===== src/rtl/idx_pkg.sv =====
// Shared constants and types for the index serializer.
package idx_pkg;

  localparam int unsigned MAX_SLOTS = 4;
  localparam int unsigned DEF_WIDTH = 4;
  localparam int unsigned DEF_TAG_W = 8;

  typedef enum logic {
    IDLE = 1'b0,
    EMIT = 1'b1
  } state_e;

  // Slot counts above MAX_SLOTS saturate rather than wrap.
  function automatic logic [2:0] clamp_num(input logic [2:0] num);
    return (num > 3'd4) ? 3'd4 : num;
  endfunction

endpackage


===== src/rtl/idx_serializer.sv =====
// Serializes a packed group of up to four indices into one beat per cycle.
// Optional IDX_SER_EMPTY_BEAT_EN: zero-length groups emit a single o_empty beat.
module idx_serializer
  import idx_pkg::*;
#(
  parameter int unsigned WIDTH = DEF_WIDTH,
  parameter int unsigned TAG_W = DEF_TAG_W
) (
  input  logic             i_clk,
  input  logic             i_rst_n,
  input  logic             i_valid,
  output logic             o_ready,
  input  logic [WIDTH-1:0] i_idx1,
  input  logic [WIDTH-1:0] i_idx2,
  input  logic [WIDTH-1:0] i_idx3,
  input  logic [WIDTH-1:0] i_idx4,
  input  logic [2:0]       i_num,
  output logic             o_valid,
  input  logic             i_ready,
  output logic [WIDTH-1:0] o_idx,
  output logic             o_last,
`ifdef IDX_SER_EMPTY_BEAT_EN
  output logic             o_empty,
`endif
  output logic [TAG_W-1:0] o_tag
);

  state_e           state_q, state_d;
  logic [WIDTH-1:0] slot_q [MAX_SLOTS];
  logic [WIDTH-1:0] slot_d [MAX_SLOTS];
  logic [WIDTH-1:0] idx_in [MAX_SLOTS];
  logic [1:0]       ptr_q, ptr_d, ptr_nxt;
  logic [2:0]       rem_q, rem_d;
  logic [TAG_W-1:0] tag_cnt_q, tag_cnt_d;
  logic [TAG_W-1:0] o_tag_q, o_tag_d;
  logic [WIDTH-1:0] o_idx_q, o_idx_d;
  logic             o_valid_q, o_valid_d;
  logic             o_last_q, o_last_d;
`ifdef IDX_SER_EMPTY_BEAT_EN
  logic             o_empty_q, o_empty_d;
`endif
  logic [2:0]       num_c;
  logic             consume;
  logic             accept;

  assign idx_in[0] = i_idx1;
  assign idx_in[1] = i_idx2;
  assign idx_in[2] = i_idx3;
  assign idx_in[3] = i_idx4;

  assign num_c   = clamp_num(i_num);
  assign consume = o_valid_q && i_ready;
  assign o_ready = (state_q == IDLE) || (consume && o_last_q);
  assign accept  = i_valid && o_ready;
  assign ptr_nxt = ptr_q + 2'd1;

  always_comb begin
    state_d   = state_q;
    slot_d    = slot_q;
    ptr_d     = ptr_q;
    rem_d     = rem_q;
    tag_cnt_d = tag_cnt_q;
    o_tag_d   = o_tag_q;
    o_idx_d   = o_idx_q;
    o_valid_d = o_valid_q;
    o_last_d  = o_last_q;
`ifdef IDX_SER_EMPTY_BEAT_EN
    o_empty_d = o_empty_q;
`endif

    if (consume) begin
      if (o_last_q) begin
        state_d   = IDLE;
        o_valid_d = 1'b0;
        o_last_d  = 1'b0;
        rem_d     = '0;
`ifdef IDX_SER_EMPTY_BEAT_EN
        o_empty_d = 1'b0;
`endif
      end else begin
        ptr_d    = ptr_nxt;
        rem_d    = rem_q - 3'd1;
        o_idx_d  = slot_q[ptr_nxt];
        o_last_d = (rem_q == 3'd2);
      end
    end

    // A new group overrides the end-of-group return to IDLE, giving zero-bubble handoff.
    if (accept) begin
      tag_cnt_d = tag_cnt_q + 1'b1;
      if (num_c != 3'd0) begin
        for (int unsigned i = 0; i < MAX_SLOTS; i++) begin
          if (i < 32'(num_c)) slot_d[i] = idx_in[i];
        end
        state_d   = EMIT;
        ptr_d     = '0;
        rem_d     = num_c;
        o_valid_d = 1'b1;
        o_idx_d   = i_idx1;
        o_last_d  = (num_c == 3'd1);
        o_tag_d   = tag_cnt_q;
`ifdef IDX_SER_EMPTY_BEAT_EN
        o_empty_d = 1'b0;
      end else begin
        state_d   = EMIT;
        ptr_d     = '0;
        rem_d     = 3'd1;
        o_valid_d = 1'b1;
        o_idx_d   = '0;
        o_last_d  = 1'b1;
        o_tag_d   = tag_cnt_q;
        o_empty_d = 1'b1;
`endif
      end
    end
  end

  always_ff @(posedge i_clk) begin
    if (!i_rst_n) begin
      state_q   <= IDLE;
      slot_q    <= '{default: '0};
      ptr_q     <= '0;
      rem_q     <= '0;
      tag_cnt_q <= '0;
      o_tag_q   <= '0;
      o_idx_q   <= '0;
      o_valid_q <= 1'b0;
      o_last_q  <= 1'b0;
`ifdef IDX_SER_EMPTY_BEAT_EN
      o_empty_q <= 1'b0;
`endif
    end else begin
      state_q   <= state_d;
      slot_q    <= slot_d;
      ptr_q     <= ptr_d;
      rem_q     <= rem_d;
      tag_cnt_q <= tag_cnt_d;
      o_tag_q   <= o_tag_d;
      o_idx_q   <= o_idx_d;
      o_valid_q <= o_valid_d;
      o_last_q  <= o_last_d;
`ifdef IDX_SER_EMPTY_BEAT_EN
      o_empty_q <= o_empty_d;
`endif
    end
  end

  assign o_valid = o_valid_q;
  assign o_idx   = o_idx_q;
  assign o_last  = o_last_q;
  assign o_tag   = o_tag_q;
`ifdef IDX_SER_EMPTY_BEAT_EN
  assign o_empty = o_empty_q;
`endif

endmodule


===== config.mk =====
export PLATFORM = sky130hd
export DESIGN_NAME = idx_serializer
export DESIGN_NICKNAME = d
export VERILOG_FILES = /design/src/rtl/idx_pkg.sv /design/src/rtl/idx_serializer.sv
export SDC_FILE = /design/constraint.sdc
export NUM_CORES = 1
export LEC_CHECK = 0
export ABC_AREA = 1
export BUFFER_PORTS_ARGS = -buffer_cell sky130_fd_sc_hd__buf_4
export CELL_PAD_IN_SITES_DETAIL_PLACEMENT = 1
export CELL_PAD_IN_SITES_GLOBAL_PLACEMENT = 1
export CORE_MARGIN = 3
export CORE_UTILIZATION = 30
export CTS_CLUSTER_SIZE = 28
export DETAILED_ROUTE_END_ITERATION = 8
export PLACE_DENSITY = 0.66
export SLEW_MARGIN = 40
export SYNTH_ARGS = -nofsm -noshare
export SYNTH_HDL_FRONTEND = slang
export SYNTH_SLANG_ARGS = --single-unit

===== constraint.sdc =====
create_clock -name i_clk -period 1.3 [get_ports i_clk]
set_clock_uncertainty 0.1 [all_clocks]
set_input_delay 0.13 -clock i_clk [delete_from_list [all_inputs] [get_ports i_clk]]
set_output_delay 0.13 -clock i_clk [all_outputs]
set_load 0.005 [all_outputs]

==> key figures, run 1 <==
Cells and area
  – Antenna fix cells: 0
  – Fin nets: 400
  – Fill cells: 831
  – Non-filler cells, final: 452
  – Area grow syn2layout: 45.0%
  – Layout cells sized above 1: 29.3%
  – Post-route core utilization: 45.5%

Critical path
  – CP Max Fanout: 5
  – Critical Path Sink Type: primary output
  – Capture point of the worst reg-to-reg path: rem_q[0]
  – Crit path buf inv count: 2
  – R2r worst-path depth: 7
  – Crit path largest cell delay: 0.36 ns
  – Critical path launch point type: register
  – CP max-delay cell: dfxtp_2
  – Crit Path Class: register to primary output
  – Worst EP arrival: 1.06 ns
  – Crit-path most repeated cell: buf_6
  – Crit path cell chain: nand3_4 -> nand2_4 -> buf_6 -> buf_6
  – Top Family by Delay on Critical Path: flip-flops
  – Reg-to-Reg Start: o_valid
  – CP required: 1.07 ns
  – R2R setup slack: 0.03 ns

Route
  – Via-per-instance ratio: 4.61
  – Routed len/inst: 13.3 um
  – DRC Markers: 0
  – Post-route ant nets: 0
  – Vias: 2082
  – Final wirelength: 6020 um
  – Initial DRC count: 37
  – Pre-antenna DRT Iters: 4

STA
  – Worst Tran Pin Value: 0.306 ns
  – Hold slack: -0.00436 ns
  – Fin Setup TNS: 0 ns
  – Final Max Slew Viols: 0
  – # setup viols final: 0
  – Tmin final: 1.29 ns
  – Slew headroom: 79.6%
  – Tcrit/Tclk final: 99.3%
  – Fmax: 775 MHz
  – Hold Fails Final Rpt: 2
  – RSZ-0062 raised after global routing: true

Min path
  – Hold-critical path depth: 3
  – HP Start: i_idx4[0]
  – Hold Path Sink: slot_q[0]
  – Hold/Removal Path Class: input pin to register

Clock tree
  – Reg clk slew, reported paths: 0.08 ns
  – CTS Root Cell: clkbuf_8
  – CTS max path bufs: 2
  – Clock Sinks: 44
  – Num CTS Buffers: 5
  – CTS tree: done
  – Worst-Skew Late Latency: 0.31 ns
  – Htree depth: 2

Run
  – Max cap viols: 0

Pwr
  – P per Cell Area: 1220 nW/um^2
  – LEAKAGE: 1.37 nW
  – Max rail drop VDD: 0.456 mV

Placed design
  – Inst Count DP: 436
  – GP Congestion: 0.752
  – Detailed placement HPWL: 4390 um
  – IO buf count: 37

Global route
  – GRT Util Overall: 16.1%
  – Largest net degree at the start of global routing: 15
  – First-pass GRT wire length: 9730 um
  – Vias in the first global route: 2096
  – Global route overflow: 0
  – Initial antenna violation count: 0

Outcome
  – Failing checks: hold timing
  – Status: finished, violations left

Die
  – Die Area: 7740 um^2
  – Core Region: 6420 um^2
  – # IOs: 38
  – Chip Width: 88.0 um
  – Chip Height: 88.0 um
  – Initial Util: 31.4%
  – Rows: 29

Logic synthesis
  – Gate Count Post-Synth: 303
  – Yosys warning count: 0
  – Sequential element share of the synthesized area: 43.7%
  – Synth cell types: 25
  – Mapped cell area: 2020 um^2
  – Seq cells post-synth: 44
  – Syn Area/Cell: 6.66 um^2
  – Synthesized Nets: 329
==> worst register-to-register path: cells and delay by family (launching register included) <==
family	cells	cell delay, ns
DFF	1	0.36
buffers and inverters	3	0.34
AOI/OAI and AO/OA	2	0.24
and+or+nand+nor	2	0.11
==> stage by stage <==
step | area [um^2] | worst slack [ns] | power [W]
floorplan | 2020 | 0.0240 | 0.00178
global placement | 2560 | 0.0223 | 0.00203
detailed placement | 2560 | -0.0526 | 0.00204
CTS | 2800 | 0.00474 | 0.00354
global route | 2920 | -0.0848 | 0.00374
finish | 2920 | 0.00934 | 0.00356
==> state kept, by name (all words and copies together), names as in the netlist <==
register   flops
rem_q          3
o_last         1
ptr_q          2
tag_cnt_q      8
slot_q        16
o_valid        1
state_q        1
o_tag          8
o_idx          4
==> placed cells by master (no fill, tap or decap), types with 3 or more instances in the layout <==
| cell type | instances |
|---|---|
| a21oi_1 | 15 |
| nand2_1 | 110 |
| nor2_1 | 34 |
| bufinv_16 | 3 |
| inv_1 | 25 |
| o21ai_0 | 8 |
| o21ai_1 | 7 |
| a21oi_2 | 7 |
| buf_6 | 6 |
| dlygate4sd3_1 | 5 |
| nand3_1 | 9 |
| nand4_1 | 5 |
| nand2_2 | 4 |
| clkbuf_8 | 5 |
| buf_4 | 61 |
| inv_2 | 3 |
| dfxtp_1 | 37 |
| dfxtp_2 | 7 |
==> synthesized netlist by cell type, drive strengths merged <==
master,count,area (um^2)
a21oi,22,110
buf,5,33.8
clkbuf,4,16.3
dfxtp,44,881
ha,3,37.5
inv,30,113
nand2,116,438
nand3,13,75.1
nand3b,1,7.51
nand4,5,31.3
nor2,37,141
nor3,1,5.00
nor3b,1,7.51
o21ai,15,75.1
o22ai,3,18.8
xnor2,2,17.5
xor2,1,8.76
==> what timing repair did <==
item,in CTS,in global routing
setup endpoints to repair,11,38
endpoints found under the hold margin,9,0
gates cloned,0,1
gates resized for setup,7,40
pin swaps,2,7
setup buffers,0,2
hold buffers,5,0
==> layout make-up <==
type,count,area (um^2),area share [%]
Multi-Input combinational cell,220,1070,36.5
Inverter,30,118,4.02
Clock buffer,5,68.8,2.35
Tap cell,77,96.3,3.29
Timing Repair Buffer,73,596,20.4
Sequential cell,44,890,30.4
Clock inverter,3,90.1,3.08
==> report_power, final <==
part	total, W	leakage (nW)	switching [W]	internal [W]
logic	0.000617	0.930	0.000323	0.000294
clock network	0.00146	0.0784	0.000502	0.000961
registers	0.00148	0.363	0.0000477	0.00143
total	0.00356	1.37	0.000873	0.00268
==> routing by layer <==
metal,wire length (um),vias to the layer above,share of wire (%),global-route usage (%)
li1,-,1094,-,-
met1,2790,957,46,20.9
met2,3000,24,50,26.7
met3,152,7,2.5,2.82
met4,82,0,1.4,5.86
met5,0,-,0,0
==> worst max path at each step <==
stage / to / cells past startpoint / slack, ns / from
after floorplan: rem_q[2] / 7 / 0.02 / o_last
after global placement: slot_q[5] / 6 / 0.02 / o_valid
after detailed placement: slot_q[9] / 7 / -0.05 / o_valid
after CTS: slot_q[2] / 6 / 0.005 / o_valid
after global routing: rem_q[0] / 5 / -0.08 / o_valid
final: o_ready / 4 / 0.009 / o_valid
==> cells by family after synthesis <==
| family | after synthesis | synth area share [%] |
|---|---|---|
| buffers and inverters | 39 | 8.06 |
| flip-flops | 44 | 43.7 |
| XOR/XNOR | 3 | 1.30 |
| adder cells (fa/ha/maj) | 3 | 1.86 |
| AO/OA/AOI/OAI | 40 | 10.1 |
| AND/OR/NAND/NOR | 174 | 35.0 |
Power figures use the tool's default switching activity.
==> run 2, diff against run 1 <==
PLACE_DENSITY = default   (was 0.66)
PLACE_DENSITY_LB_ADDON = 0.1   (was default)
clock period = 1.2 ns   (was 1.3 ns; I/O delays follow)
==> run 2 against run 1 <==
  * Critical path depth rose by 1
  * Count of clock-buffer cells in the layout grew 2
  * Worst setup slack got worse by 0.17 ns
  * Power rose by 2.7%
  * Worst hold slack improved by 0.022 ns
  * The run ends with setup timing left
  * First-iteration DRC count is 51% higher
  * Register-to-register slack got worse by 0.19 ns
  * Non-clock buffer count up 12
  * Highest routed layer unchanged
==> key figures, run 2 (synthesis results as in run 1) <==
Clock tree
  – Reg clk slew, reported paths: 0.09 ns (was 0.08 ns)
  – Num CTS Buffers: 5 (unchanged)
  – Clock Sinks: 44 (unchanged)
  – Worst-Skew Late Latency: 0.29 ns (was 0.31 ns)
  – CTS Root Cell: clkbuf_8 (unchanged)
  – CTS tree: done (unchanged)
  – Htree depth: 2 (unchanged)
  – CTS max path bufs: 2 (unchanged)

Die
  – Initial Util: 31.4% (unchanged)
  – Chip Width: 88.0 um (unchanged)
  – Die Area: 7740 um^2 (unchanged)
  – Rows: 29 (unchanged)
  – Core Region: 6420 um^2 (unchanged)
  – # IOs: 38 (unchanged)
  – Chip Height: 88.0 um (unchanged)

Critical path
  – Crit path largest cell delay: 0.34 ns (was 0.36 ns)
  – Crit-path most repeated cell: buf_6 (unchanged)
  – Crit path cell chain: nand3_4 -> nand2_4 -> buf_6 -> buf_6 -> buf_6 (was nand3_4 -> nand2_4 -> buf_6 -> buf_6)
  – CP required: 0.98 ns (was 1.07 ns)
  – Critical path launch point type: register (unchanged)
  – R2r worst-path depth: 7 (unchanged)
  – Critical Path Sink Type: primary output (unchanged)
  – Crit Path Class: register to primary output (unchanged)
  – Worst EP arrival: 1.14 ns (was 1.06 ns)
  – Capture point of the worst reg-to-reg path: slot_q[0] (was rem_q[0])
  – CP max-delay cell: dfxtp_2 (unchanged)
  – R2R setup slack: -0.16 ns (was 0.03 ns)
  – Reg-to-Reg Start: o_valid (unchanged)
  – CP Max Fanout: 3 (was 5)

Placed design
  – Detailed placement HPWL: 4340 um (was 4390 um)
  – IO buf count: 37 (unchanged)
  – Inst Count DP: 442 (was 436)
  – GP Congestion: 0.751 (was 0.752)
  – Setup slack at placement: -0.115 ns (was -0.0526 ns)
  – Dpl cell area: 2610 um^2 (was 2560 um^2)

STA
  – Fmax: 735 MHz
  – Slew headroom: 83.0% (was 79.6%)
  – RSZ-0062 raised after global routing: true (unchanged)
  – Final Max Slew Viols: 0 (unchanged)
  – Hold Fails Final Rpt: 0 (was 2)
  – Fin worst setup slack: -0.161 ns (was 0.00934 ns)
  – Tcrit/Tclk final: 113%
  – # setup viols final: 42 (was 0)
  – Tmin final: 1.36 ns
  – Worst Tran Pin Value: 0.254 ns (was 0.306 ns)

Route
  – WL met1: 3280 um (was 2790 um)
  – Initial DRC count: 56 (was 37)
  – Final wirelength: 6430 um (was 6020 um)
  – Post-route ant nets: 0 (unchanged)
  – Routed len/inst: 13.8 um (was 13.3 um)
  – Pre-antenna DRT Iters: 4 (unchanged)
  – DRC Markers: 0 (unchanged)
  – DR top layer: met4 (unchanged)
  – Vias: 2154 (was 2082)
  – Via-per-instance ratio: 4.64 (was 4.61)
  – Met2 routed WL: 2880 um (was 3000 um)
  – Metal3 WL: 205 um (was 152 um)

Pwr
  – LEAKAGE: 1.44 nW (was 1.37 nW)
  – P per Cell Area: 1150 nW/um^2 (was 1220 nW/um^2)
  – Pwr Total: 0.00365 W (was 0.00356 W)
  – Max rail drop VDD: 0.591 mV (was 0.456 mV)

Outcome
  – Failing checks: setup timing (was hold timing)
  – Status: finished, violations left (unchanged)

Min path
  – Hold-critical path depth: 5 (was 3)
  – Hold Path Sink: slot_q[9] (was slot_q[0])
  – Hold/Removal Path Class: input pin to register (unchanged)
  – HP Start: i_idx2[1] (was i_idx4[0])

Run
  – Max cap viols: 0 (unchanged)

Global route
  – Largest net degree at the start of global routing: 16 (was 15)
  – Vias in the first global route: 2003 (was 2096)
  – Initial antenna violation count: 0 (unchanged)
  – Global route overflow: 0 (unchanged)
  – GRT Util Overall: 16.6% (was 16.1%)
  – First-pass GRT wire length: 9980 um (was 9730 um)

Cells and area
  – Final instance area: 3170 um^2 (was 2920 um^2)
  – Fill cells: 812 (was 831)
  – Layout cells sized above 1: 35.9% (was 29.3%)
  – Fin nets: 412 (was 400)
  – Antenna fix cells: 0 (unchanged)
  – Max reg flops: 16 (unchanged)
  – Area grow syn2layout: 57.1% (was 45.0%)
  – Most frequent cells in the layout: nand2_1, buf_4, dfxtp_1, nor2_1, inv_1 (unchanged)
  – Commonest non-fill, non-tap cell in the layout: nand2_1 (unchanged)
  – Non-filler cells, final: 464 (was 452)
  – Register with the most flip-flops: slot_q (unchanged)
run 2: changes by cell type in the layout (fill, tap and decap cells not counted), moves of 2 or more:
| cell | before | now |
|---|---|---|
| nand3_1 | 9 | 4 |
| nor2_1 | 34 | 30 |
| buf_6 | 6 | 14 |
| nor2_2 | 2 | 5 |
| dlygate4sd3_1 | 5 | 8 |
| bufinv_16 | 3 | 1 |
| nand2_1 | 110 | 104 |
| clkbuf_8 | 5 | 7 |
| dfxtp_4 | 0 | 3 |
| dfxtp_2 | 7 | 4 |
| nand3_4 | 2 | 7 |
| nand2_4 | 2 | 5 |
| nand2_2 | 4 | 7 |
run 2: worst max-delay path by stage:
| stage | from | endpoint | slack (ns) | cells after the start |
|---|---|---|---|---|
| after global routing | o_valid | o_tag[6] | -0.23 | 8 |
| final | o_valid | o_ready | -0.16 | 5 |
| after detailed placement | tag_cnt_q[0] | tag_cnt_q[4] | -0.11 | 6 |
| after floorplan | o_last | slot_q[0] | -0.03 | 6 |
| after global placement | o_last | tag_cnt_q[5] | -0.07 | 8 |
| after CTS | o_valid | o_ready | -0.15 | 5 |
run 2: power breakdown:
part	internal [W]	leakage (nW)	switching (W)
sequential	0.00155	0.364	0.0000575
clock	0.000736	0.0645	0.000524
combinational	0.000383	1.02	0.000406
total	0.00267	1.44	0.000988
run 2: through the flow:
step	utilization (%)	TNS, ns	hold WS [ns]
3_3_place_gp	40.7	-1.19	0.280
2_1_floorplan	-	-0.130	0.154
6_report	49.3	-4.20	0.0172
3_5_place_dp	40.7	-2.11	0.292
5_1_grt	49.3	-7.05	0.0312
4_1_cts	46.5	-3.38	0.000952
run 2: cell type report:
type	count	area, um^2	area share, %
multi-input combinational	220	1210	38.2
clock buffer	7	96.3	3.04
sequential	44	897	28.3
tap	77	96.3	3.04
timing repair buffer	85	718	22.7
inverter	30	120	3.79
clock inverter	1	30.0	0.947
run 2: worst max-delay path: cells and delay by family, from the launching register on:
kind	cells	cell delay [ns]
flops	1	0.34
simple gates	2	0.17
buf+inv	3	0.33
run 2: what timing repair did:
action / 4_1_cts / 5_1_grt
resized for setup: 45 / 41
hold endpoints to repair: 10 / 2
pin swaps: 8 / 14
gates cloned: 0 / 0
buffers inserted: 3 / 3
hold buffers: 6 / 2
setup endpoints to repair: 43 / 45
run 2: layer usage:
layer  global-route usage [%]  vias up
met5                        0        -
met4                     4.18        0
met3                     3.39        4
met2                     25.2       33
met1                     24.0     1000
li1                         -     1117
